### src/rtl/mandel_sched_pkg.sv
// ---------------------------------------------------------------------------
// mandel_sched_pkg
// Shared types and constants for the Mandelbrot point scheduler:
//   - frame_state_t : frame-level FSM states
//   - slot_state_t  : per-unit slot occupancy states
//   - CW_DEF/HBI_DEF: default coordinate / iteration-count widths
//   - RASTER_W/PIX_W: raster dimension width and pixel-count width
//   - sat_inc32     : saturating 32-bit increment (frame cycle counter)
// ---------------------------------------------------------------------------
package mandel_sched_pkg;

    localparam int CW_DEF   = 12;
    localparam int HBI_DEF  = 32;
    localparam int RASTER_W = 11;
    localparam int PIX_W    = 2 * RASTER_W;

    typedef enum logic [1:0] {
        FRM_IDLE  = 2'd0,
        FRM_RUN   = 2'd1,
        FRM_DRAIN = 2'd2,
        FRM_DONE  = 2'd3
    } frame_state_t;

    typedef enum logic [1:0] {
        SLOT_FREE = 2'd0,
        SLOT_BUSY = 2'd1,
        SLOT_HOLD = 2'd2
    } slot_state_t;

    // Increment that sticks at all-ones instead of wrapping.
    function automatic logic [31:0] sat_inc32(input logic [31:0] v);
        sat_inc32 = (v == 32'hFFFF_FFFF) ? v : (v + 32'd1);
    endfunction

endpackage

### src/rtl/mandel_point_scheduler_if.sv
// ---------------------------------------------------------------------------
// mandel_point_scheduler_if
// Result stream from the scheduler to the frame output path.
//   out_valid : result available (producer)
//   out_ready : consumer accepts (consumer)
//   out_data  : iteration count for the current pixel (producer)
//   out_last  : final pixel of the frame (producer)
// Modports: master = scheduler side, slave = consumer side.
// ---------------------------------------------------------------------------
interface mandel_point_scheduler_if #(
    parameter int HBI = 32
) ();
    logic           out_valid;
    logic           out_ready;
    logic [HBI-1:0] out_data;
    logic           out_last;

    modport master (output out_valid, output out_data, output out_last, input out_ready);
    modport slave  (input out_valid, input out_data, input out_last, output out_ready);
endinterface

### src/rtl/mandel_sched_slot.sv
// ---------------------------------------------------------------------------
// mandel_sched_slot
// Bookkeeping for one point-generator unit: FREE -> BUSY on issue,
// BUSY -> HOLD when the unit reports done, HOLD -> FREE on retire.
// Ports:
//   CLK, SYS_RESET_N       clock, async active-low reset
//   issue, issue_x/_y      start a job with these coordinates (slot is FREE)
//   retire                 result accepted downstream (slot is HOLD)
//   unit_done, unit_iter   unit completion level and iteration count
//   unit_start             registered one-cycle start pulse to the unit
//   unit_x, unit_y         coordinates held from start until next start
//   result                 captured iteration count
//   is_free, is_hold       slot state flags
// ---------------------------------------------------------------------------
module mandel_sched_slot
    import mandel_sched_pkg::*;
#(
    parameter int CW  = CW_DEF,
    parameter int HBI = HBI_DEF
) (
    input  logic           CLK,
    input  logic           SYS_RESET_N,
    input  logic           issue,
    input  logic [CW-1:0]  issue_x,
    input  logic [CW-1:0]  issue_y,
    input  logic           retire,
    input  logic           unit_done,
    input  logic [HBI-1:0] unit_iter,
    output logic           unit_start,
    output logic [CW-1:0]  unit_x,
    output logic [CW-1:0]  unit_y,
    output logic [HBI-1:0] result,
    output logic           is_free,
    output logic           is_hold
);

    slot_state_t    state_r;
    logic           start_r;
    logic [CW-1:0]  x_r;
    logic [CW-1:0]  y_r;
    logic [HBI-1:0] result_r;

    // Slot state, coordinate hold and result capture.
    always_ff @(posedge CLK or negedge SYS_RESET_N) begin
        if (!SYS_RESET_N) begin
            state_r  <= SLOT_FREE;
            start_r  <= 1'b0;
            x_r      <= '0;
            y_r      <= '0;
            result_r <= '0;
        end else begin
            start_r <= issue;
            case (state_r)
                SLOT_FREE: begin
                    if (issue) begin
                        state_r <= SLOT_BUSY;
                        x_r     <= issue_x;
                        y_r     <= issue_y;
                    end
                end
                SLOT_BUSY: begin
                    // unit_done still reflects the previous job while the
                    // start pulse is out, so it is not trusted in that cycle.
                    if (unit_done && !start_r) begin
                        result_r <= unit_iter;
                        state_r  <= SLOT_HOLD;
                    end
                end
                SLOT_HOLD: begin
                    if (retire) begin
                        state_r <= SLOT_FREE;
                    end
                end
                default: begin
                    state_r <= SLOT_FREE;
                end
            endcase
        end
    end

    assign unit_start = start_r;
    assign unit_x     = x_r;
    assign unit_y     = y_r;
    assign result     = result_r;
    assign is_free    = (state_r == SLOT_FREE);
    assign is_hold    = (state_r == SLOT_HOLD);

endmodule

### src/rtl/mandel_point_scheduler.sv
// ---------------------------------------------------------------------------
// mandel_point_scheduler
// Walks the pixel raster, issues one (x, y) job per cycle to free units in
// round-robin order, captures iteration counts and streams them out in
// raster order. Issue and retire both walk the units in the same fixed
// order, which is what keeps the output in raster order.
// Ports:
//   CLK, SYS_RESET_N        clock, async active-low reset
//   frame_start             start a frame (honoured only when idle)
//   x_size, y_size          frame geometry, sampled on accepted frame_start
//   busy, frame_done        frame in progress / one-cycle completion pulse
//   unit_start/_x/_y        per-unit job start pulse and coordinates
//   unit_done, unit_iter    per-unit completion level and iteration count
//   out_if (master)         out_valid/out_ready/out_data/out_last stream
//   frame_cycles            busy cycles of the last completed frame
// Build option: MANDEL_SCHED_PERF_EN enables the frame cycle counter;
// without it frame_cycles is tied to zero.
// ---------------------------------------------------------------------------
module mandel_point_scheduler
    import mandel_sched_pkg::*;
#(
    parameter int NUM_UNITS = 4,
    parameter int HBI       = HBI_DEF,
    parameter int CW        = CW_DEF
) (
    input  logic                    CLK,
    input  logic                    SYS_RESET_N,
    input  logic                    frame_start,
    input  logic [RASTER_W-1:0]     x_size,
    input  logic [RASTER_W-1:0]     y_size,
    output logic                    busy,
    output logic                    frame_done,
    output logic [NUM_UNITS-1:0]    unit_start,
    output logic [NUM_UNITS*CW-1:0] unit_x,
    output logic [NUM_UNITS*CW-1:0] unit_y,
    input  logic [NUM_UNITS-1:0]    unit_done,
    input  logic [NUM_UNITS*HBI-1:0] unit_iter,
    mandel_point_scheduler_if.master out_if,
    output logic [31:0]             frame_cycles
);

    localparam int PW = (NUM_UNITS > 1) ? $clog2(NUM_UNITS) : 1;
    localparam logic [PW-1:0] PTR_MAX = PW'(NUM_UNITS - 1);

    function automatic logic [PW-1:0] ptr_inc(input logic [PW-1:0] p);
        ptr_inc = (p == PTR_MAX) ? '0 : (p + PW'(1'b1));
    endfunction

    frame_state_t        state_r;
    logic                busy_r;
    logic                frame_done_r;
    logic [RASTER_W-1:0] xs_r;
    logic [RASTER_W-1:0] ys_r;
    logic [PIX_W-1:0]    total_m1_r;
    logic [PIX_W-1:0]    res_cnt_r;
    logic [PW-1:0]       issue_ptr_r;
    logic [PW-1:0]       out_ptr_r;
    logic [RASTER_W-1:0] x_r;
    logic [RASTER_W-1:0] y_r;

    logic                start_acc_s;
    logic                size_zero_s;
    logic [PW-1:0]       issue_idx_s;
    logic [RASTER_W-1:0] cur_x_s;
    logic [RASTER_W-1:0] cur_y_s;
    logic [RASTER_W-1:0] lim_x_s;
    logic [RASTER_W-1:0] lim_y_s;
    logic                can_issue_s;
    logic                issue_go_s;
    logic                line_end_s;
    logic                last_pix_s;
    logic                out_valid_s;
    logic                accept_s;
    logic                last_res_s;
    logic [NUM_UNITS-1:0] free_s;
    logic [NUM_UNITS-1:0] hold_s;
    logic [NUM_UNITS-1:0] issue_s;
    logic [NUM_UNITS-1:0] retire_s;
    logic [HBI-1:0]       result_s [NUM_UNITS];

    // The first job goes out in the same cycle frame_start is accepted, so
    // in that cycle the raster origin and the incoming sizes are used
    // directly instead of the (not yet loaded) registers.
    assign start_acc_s = (state_r == FRM_IDLE) && frame_start;
    assign size_zero_s = (x_size == {RASTER_W{1'b0}}) || (y_size == {RASTER_W{1'b0}});
    assign issue_idx_s = start_acc_s ? {PW{1'b0}} : issue_ptr_r;
    assign cur_x_s     = start_acc_s ? {RASTER_W{1'b0}} : x_r;
    assign cur_y_s     = start_acc_s ? {RASTER_W{1'b0}} : y_r;
    assign lim_x_s     = start_acc_s ? x_size : xs_r;
    assign lim_y_s     = start_acc_s ? y_size : ys_r;
    assign can_issue_s = (start_acc_s && !size_zero_s) || (state_r == FRM_RUN);
    assign issue_go_s  = can_issue_s && free_s[issue_idx_s];
    assign line_end_s  = (cur_x_s == (lim_x_s - RASTER_W'(1'b1)));
    assign last_pix_s  = line_end_s && (cur_y_s == (lim_y_s - RASTER_W'(1'b1)));

    assign out_valid_s = hold_s[out_ptr_r];
    assign accept_s    = out_valid_s && out_if.out_ready;
    assign last_res_s  = (res_cnt_r == total_m1_r);

    genvar g;
    generate
        for (g = 0; g < NUM_UNITS; g++) begin : g_slot
            assign issue_s[g]  = issue_go_s && (issue_idx_s == PW'(g));
            assign retire_s[g] = accept_s && (out_ptr_r == PW'(g));

            mandel_sched_slot #(
                .CW  (CW),
                .HBI (HBI)
            ) u_slot (
                .CLK         (CLK),
                .SYS_RESET_N (SYS_RESET_N),
                .issue       (issue_s[g]),
                .issue_x     (CW'(cur_x_s)),
                .issue_y     (CW'(cur_y_s)),
                .retire      (retire_s[g]),
                .unit_done   (unit_done[g]),
                .unit_iter   (unit_iter[g*HBI +: HBI]),
                .unit_start  (unit_start[g]),
                .unit_x      (unit_x[g*CW +: CW]),
                .unit_y      (unit_y[g*CW +: CW]),
                .result      (result_s[g]),
                .is_free     (free_s[g]),
                .is_hold     (hold_s[g])
            );
        end
    endgenerate

    // Frame sequencing, geometry capture and the busy/frame_done flags.
    always_ff @(posedge CLK or negedge SYS_RESET_N) begin
        if (!SYS_RESET_N) begin
            state_r      <= FRM_IDLE;
            busy_r       <= 1'b0;
            frame_done_r <= 1'b0;
            xs_r         <= '0;
            ys_r         <= '0;
            total_m1_r   <= '0;
        end else begin
            case (state_r)
                FRM_IDLE: begin
                    frame_done_r <= 1'b0;
                    if (frame_start) begin
                        xs_r       <= x_size;
                        ys_r       <= y_size;
                        total_m1_r <= (PIX_W'(x_size) * PIX_W'(y_size)) - PIX_W'(1'b1);
                        if (size_zero_s) begin
                            state_r      <= FRM_DONE;
                            frame_done_r <= 1'b1;
                        end else begin
                            busy_r  <= 1'b1;
                            // A 1x1 frame is fully issued by its first job.
                            state_r <= (issue_go_s && last_pix_s) ? FRM_DRAIN : FRM_RUN;
                        end
                    end
                end
                FRM_RUN: begin
                    if (issue_go_s && last_pix_s) begin
                        state_r <= FRM_DRAIN;
                    end
                end
                FRM_DRAIN: begin
                    if (accept_s && last_res_s) begin
                        state_r      <= FRM_DONE;
                        busy_r       <= 1'b0;
                        frame_done_r <= 1'b1;
                    end
                end
                FRM_DONE: begin
                    state_r      <= FRM_IDLE;
                    frame_done_r <= 1'b0;
                end
                default: begin
                    state_r      <= FRM_IDLE;
                    busy_r       <= 1'b0;
                    frame_done_r <= 1'b0;
                end
            endcase
        end
    end

    // Issue pointer and raster position of the next pixel to hand out.
    always_ff @(posedge CLK or negedge SYS_RESET_N) begin
        if (!SYS_RESET_N) begin
            issue_ptr_r <= '0;
            x_r         <= '0;
            y_r         <= '0;
        end else if (issue_go_s) begin
            issue_ptr_r <= ptr_inc(issue_idx_s);
            x_r         <= line_end_s ? {RASTER_W{1'b0}} : (cur_x_s + RASTER_W'(1'b1));
            y_r         <= line_end_s ? (cur_y_s + RASTER_W'(1'b1)) : cur_y_s;
        end else if (start_acc_s) begin
            issue_ptr_r <= '0;
            x_r         <= '0;
            y_r         <= '0;
        end
    end

    // Retire pointer and count of results accepted downstream.
    always_ff @(posedge CLK or negedge SYS_RESET_N) begin
        if (!SYS_RESET_N) begin
            out_ptr_r <= '0;
            res_cnt_r <= '0;
        end else if (start_acc_s) begin
            out_ptr_r <= '0;
            res_cnt_r <= '0;
        end else if (accept_s) begin
            out_ptr_r <= ptr_inc(out_ptr_r);
            res_cnt_r <= res_cnt_r + PIX_W'(1'b1);
        end
    end

    assign busy              = busy_r;
    assign frame_done        = frame_done_r;
    assign out_if.out_valid  = out_valid_s;
    assign out_if.out_data   = result_s[out_ptr_r];
    assign out_if.out_last   = out_valid_s && last_res_s;

`ifdef MANDEL_SCHED_PERF_EN
    logic [31:0] perf_cnt_r;
    logic [31:0] frame_cycles_r;

    // Busy-cycle counter, latched into frame_cycles once the frame is done.
    always_ff @(posedge CLK or negedge SYS_RESET_N) begin
        if (!SYS_RESET_N) begin
            perf_cnt_r     <= 32'd0;
            frame_cycles_r <= 32'd0;
        end else begin
            if (start_acc_s) begin
                perf_cnt_r <= 32'd0;
            end else if (busy_r) begin
                perf_cnt_r <= sat_inc32(perf_cnt_r);
            end
            if (state_r == FRM_DONE) begin
                frame_cycles_r <= perf_cnt_r;
            end
        end
    end

    assign frame_cycles = frame_cycles_r;
`else
    assign frame_cycles = 32'd0;
`endif

endmodule

### src/flat_wrapper.sv
// flat-port wrapper written by rule: the top's interface ports become plain ports
module mandel_point_scheduler_flat import mandel_sched_pkg::*;
#(
    parameter int NUM_UNITS = 4,
    parameter int HBI       = HBI_DEF,
    parameter int CW        = CW_DEF
)
  (CLK, SYS_RESET_N, frame_start, x_size, y_size, busy, frame_done, unit_start, unit_x, unit_y, unit_done, unit_iter, frame_cycles, out_if_out_valid, out_if_out_data, out_if_out_last, out_if_out_ready);
  mandel_point_scheduler_if #(.HBI(HBI)) out_if_i ();
  input  logic CLK;
  input  logic SYS_RESET_N;
  input  logic frame_start;
  input  logic [RASTER_W-1:0] x_size;
  input  logic [RASTER_W-1:0] y_size;
  output logic busy;
  output logic frame_done;
  output logic [NUM_UNITS-1:0] unit_start;
  output logic [NUM_UNITS*CW-1:0] unit_x;
  output logic [NUM_UNITS*CW-1:0] unit_y;
  input  logic [NUM_UNITS-1:0] unit_done;
  input  logic [NUM_UNITS*HBI-1:0] unit_iter;
  output logic [31:0] frame_cycles;
  output wire logic [$bits(out_if_i.out_valid)-1:0] out_if_out_valid;
  output wire logic [$bits(out_if_i.out_data)-1:0] out_if_out_data;
  output wire logic [$bits(out_if_i.out_last)-1:0] out_if_out_last;
  input wire logic [$bits(out_if_i.out_ready)-1:0] out_if_out_ready;
  assign out_if_out_valid = out_if_i.out_valid;
  assign out_if_out_data = out_if_i.out_data;
  assign out_if_out_last = out_if_i.out_last;
  assign out_if_i.out_ready = out_if_out_ready;
  mandel_point_scheduler #(.NUM_UNITS(NUM_UNITS), .HBI(HBI), .CW(CW)) u_core (.CLK(CLK), .SYS_RESET_N(SYS_RESET_N), .frame_start(frame_start), .x_size(x_size), .y_size(y_size), .busy(busy), .frame_done(frame_done), .unit_start(unit_start), .unit_x(unit_x), .unit_y(unit_y), .unit_done(unit_done), .unit_iter(unit_iter), .out_if(out_if_i), .frame_cycles(frame_cycles));
endmodule
### config.mk
export PLATFORM = sky130hd
export DESIGN_NAME = mandel_point_scheduler_flat
export DESIGN_NICKNAME = d
export VERILOG_FILES = /design/src/rtl/mandel_sched_pkg.sv /design/src/rtl/mandel_point_scheduler_if.sv /design/src/rtl/mandel_sched_slot.sv /design/src/rtl/mandel_point_scheduler.sv /design/src/flat_wrapper.sv
export SDC_FILE = /design/constraint.sdc
export NUM_CORES = 1
export LEC_CHECK = 0
export ABC_CLOCK_PERIOD_IN_PS = 5650
export BUFFER_PORTS_ARGS = -buffer_cell sky130_fd_sc_hd__buf_2
export CAP_MARGIN = 20
export CORE_ASPECT_RATIO = 1.5
export CORE_MARGIN = 1
export CORE_UTILIZATION = 28
export DETAILED_ROUTE_END_ITERATION = 6
export SLEW_MARGIN = 15
export SYNTH_ARGS = -nofsm -noshare
export SYNTH_HDL_FRONTEND = slang
export SYNTH_SLANG_ARGS = --single-unit
### constraint.sdc
create_clock -name CLK -period 5.65 [get_ports CLK]
set_input_delay 0.8475 -clock CLK [delete_from_list [all_inputs] [get_ports CLK]]
set_output_delay 0.8475 -clock CLK [all_outputs]
set_load 0.1 [all_outputs]
==> run summary <==
==================================================================================
Worst supply voltage drop on vdd                                          0.581 mV
Worst Path Class, Setup                                               input pin to flop
Die span in y                                                               325 um
Remaining number of nets flagged by the antenna check after routing              0
IO Count                                                                       326
Run status                                                               completed
Cell area after placement                                               0.0221 mm2
Leading area contributor after synthesis                                   dfrtp_1
EDFF count, synth                                                                0
Area Growth Syn to Fin                                                       19.3%
Signal arrival time at the worst endpoint                                  5.81 ns
Power per cell area                                                     576 mW/mm2
Min Clock Period, post-route                                               5.40 ns
Number of vias after detailed routing                                        14500
Hold WS                                                                   0.397 ns
Number of buffers added by the clock tree synthesis step                        34
Cell family contributing the most delay on the critical path           adder cells
Slowest stage cell on the critical path                                       fa_1
Clock tree sinks                                                               324
Floorplan die area                                                      0.0705 mm2
Largest cells by area after synthesis                                 dfrtp_1 42%, fa_1 9.1%, mux2_2 7.6%
Pin count of the biggest net entering global routing                           123
Final cell utilization of the core                                           33.7%
Antenna violations before repair                                                 5
HPWL reported at the end of detailed placement                            38500 um
Tot Pwr                                                                    13.4 mW
Area of the mapped netlist                                              0.0195 mm2
Number of nets in the layout                                                  2483
Count of fill cells added during filler insertion                             6931
Sequential fraction of the synthesis area                                    41.7%
Cell area after layout                                                  0.0232 mm2
Maximum clock path buffer count                                                  3
Crit path cell chain                                                  buf_2 > nand2_1 > fa_1 > fa_1 > inv_1 > fa_1 > fa_1 > inv_1 > fa_1 > inv_1 > ha_1 > a21o_1 > a21oi_2 > o2111ai_1 > a31oi_2 > o31ai_1 > or4_1 > o311ai_0 > xor2_1 > o21ai_0
Leftover overflow at the end of global routing                                   0
Type of the tightest min-delay check                                  input pin to asynchronous set/reset pin
Drt initial violations                                                         853
Vias per cell                                                                 4.70
Placer's final routability congestion estimate                               0.828
Hold Vio Cnt, Final                                                              0
Yosys warnings                                                                   0
Clock tree from TritonCTS                                                    built
Fmax                                                                     0.185 GHz
Final standard cell count with taps included and fillers excluded             3086
Sort of element at the start of the critical path                        input pin
Max-cap violations                                                               0
Crit-path most repeated cell                                                  fa_1
Required time at the worst-slack endpoint                                  6.06 ns
Clock transition at path regs                                              0.06 ns
Max Transition Viols Final                                                       0
Per-cell routed wire length                                                16.5 um
Number of unique standard cell types used by synthesis                          69
Static leakage                                                             11.2 nW
Register bit count reported by yosys                                           324
Transition time of the tightest slew-check pin                            0.958 ns
Number of buffer and inverter stages on the critical path                        4
Final wirelength                                                          50800 um
Setup-violating endpoint count in the final report                               0
Final setup slack of the worst path                                       0.247 ns
Worst setup EP type                                                           flop
Fraction of final layout cells sized beyond drive strength 1                 27.6%
CP peak stage delay                                                        0.54 ns
Inst Count DP                                                                 3023
Maximum fanout encountered on the critical timing path                           5
Overall Global Routing Usage                                                 14.5%
Count of mapped cells out of synthesis                                        1858
Worst slack at placement                                                 -0.395 ns
Top cell type's share of synthesized area                                    41.7%
Worst-case clock skew                                                    0.0241 ns
Unrepaired setup endpoints after global routing                                 no
Count of hold buffers inserted by post-cts repair                                0
Sum Neg Setup Slack                                                           0 ns
Core Box Area                                                           0.0689 mm2
Synth async-reset ratio                                                       100%
Relative slew slack                                                          36.2%
DRC violations left                                                              0
Post-CTS Setup Bufs                                                              0
Initial cell density of the core                                             28.2%
First-pass GRT wire length                                                82200 um
Standard-cell rows                                                             118
Post-CTS sizing                                                                  0
H-tree Lvls                                                                      2
Share of the clock period used by the worst path                             95.6%
Number of buffer cells added on primary ports                                  285
Post-Synthesis Mean Instance Area                                         10.5 um2
Width of the die                                                            217 um
Insertion delay of the later-clocked pin in the worst-skew pair            0.55 ns
Primary flip-flop cell chosen by synthesis mapping                         dfrtp_1
CTS root buffer                                                          clkbuf_16
Vias in the first global route                                               15300
DRT Pass-1 Iters                                                                 5
==================================================================================
cell families after synthesis:
family,Yosys count,share of synthesized area (%)
compound gates,253,7.85
xor+xnor,101,4.55
fa+ha+maj,166,14.1
buf+inv,300,6.90
flops,324,41.7
mux,177,12.1
other cells,1,0.0193
simple gates,536,12.8
synth_stat cells (8+ instances only):
cell and count:
a31oi_1 8, mux2i_1 12, a21o_1 12, nor2_1 54, o22ai_1 8, fa_1 88
mux4_2 33, a211oi_1 9, ha_1 78, o21ai_0 142, xnor2_1 57, nor4_1 9
and2_1 52, clkbuf_1 71, a21oi_1 28, buf_2 8, nand2_1 309, buf_4 45
nand4_1 14, or3_1 9, inv_1 164, nand3_1 32, dfrtp_1 324, and3_1 13
xor2_1 44, mux2_2 132
layout make-up:
class / count / area [um2] / share of cell area, %
Antenna cell: 4 / 10.0 / 0.0431
Timing Repair Buffer: 362 / 2030 / 8.73
Tap cell: 900 / 1130 / 4.85
Clock buffer: 48 / 985 / 4.24
Clock inverter: 11 / 116 / 0.501
Inverter: 164 / 616 / 2.65
Multi-Input combinational cell: 1273 / 10200 / 44.0
Sequential cell: 324 / 8110 / 34.9
flip-flops by register name, summed over array words and instances, names as in the netlist:
signal / flops
u_core.res_cnt_r: 22
u_core.ys_r: 11
u_core.total_m1_r: 22
u_core.g_slot.u_slot.state_r: 8
u_core.g_slot.u_slot.unit_x: 44
u_core.x_r: 11
u_core.state_r: 2
u_core.out_ptr_r: 2
u_core.g_slot.u_slot.result: 128
u_core.busy: 1
u_core.g_slot.u_slot.unit_start: 4
u_core.g_slot.u_slot.unit_y: 44
u_core.frame_done: 1
u_core.y_r: 11
u_core.issue_ptr_r: 2
u_core.xs_r: 11
cells in the final DEF, fill, tap and decap left out, types with 14 or more instances in the layout:
| master | Yosys | routed |
|---|---|---|
| mux2_2 | 132 | 132 |
| mux4_2 | 33 | 33 |
| ha_1 | 78 | 78 |
| nand4_1 | 14 | 14 |
| nor2_1 | 54 | 54 |
| nand2_1 | 309 | 309 |
| xnor2_1 | 57 | 57 |
| a21oi_1 | 28 | 27 |
| nand3_1 | 32 | 32 |
| o21ai_0 | 142 | 141 |
| inv_1 | 164 | 164 |
| conb_1 | 1 | 40 |
| xor2_1 | 44 | 44 |
| dfrtp_1 | 324 | 323 |
| buf_2 | 8 | 284 |
| and2_1 | 52 | 51 |
| buf_4 | 45 | 76 |
| fa_1 | 88 | 88 |
| clkbuf_16 | 0 | 35 |
layer usage:
metal	GRT usage [%]	up-vias	share of wire, %
met3	1.69	85	4.7
met2	26.4	377	52
met5	0	-	0.026
met1	17.1	7335	40
li1	-	6716	-
met4	5.45	2	3.0
power breakdown:
part | internal [mW] | switching (mW)
Combinational | 2.70 | 4.91
Clock | 1.28 | 0.970
Sequential | 3.04 | 0.471
path summary, 6_finish.rpt:
kind                       slack (ns)                              start  cells after the start                                end
min reg2reg                      0.47  u_core.g_slot[2].u_slot.unit_x[1]                      2  u_core.g_slot[2].u_slot.unit_x[1]
min                              0.40                        SYS_RESET_N                      1  u_core.g_slot[2].u_slot.unit_x[4]
min in group CLK                 0.47  u_core.g_slot[2].u_slot.unit_x[1]                      2  u_core.g_slot[2].u_slot.unit_x[1]
max reg2reg                      1.32                  u_core.state_r[1]                     14                  u_core.state_r[0]
max                              0.25                          y_size[3]                     20              u_core.total_m1_r[19]
max in group asynchronous        4.01                        SYS_RESET_N                      2               u_core.res_cnt_r[17]
Power figures use the tool's default switching activity.
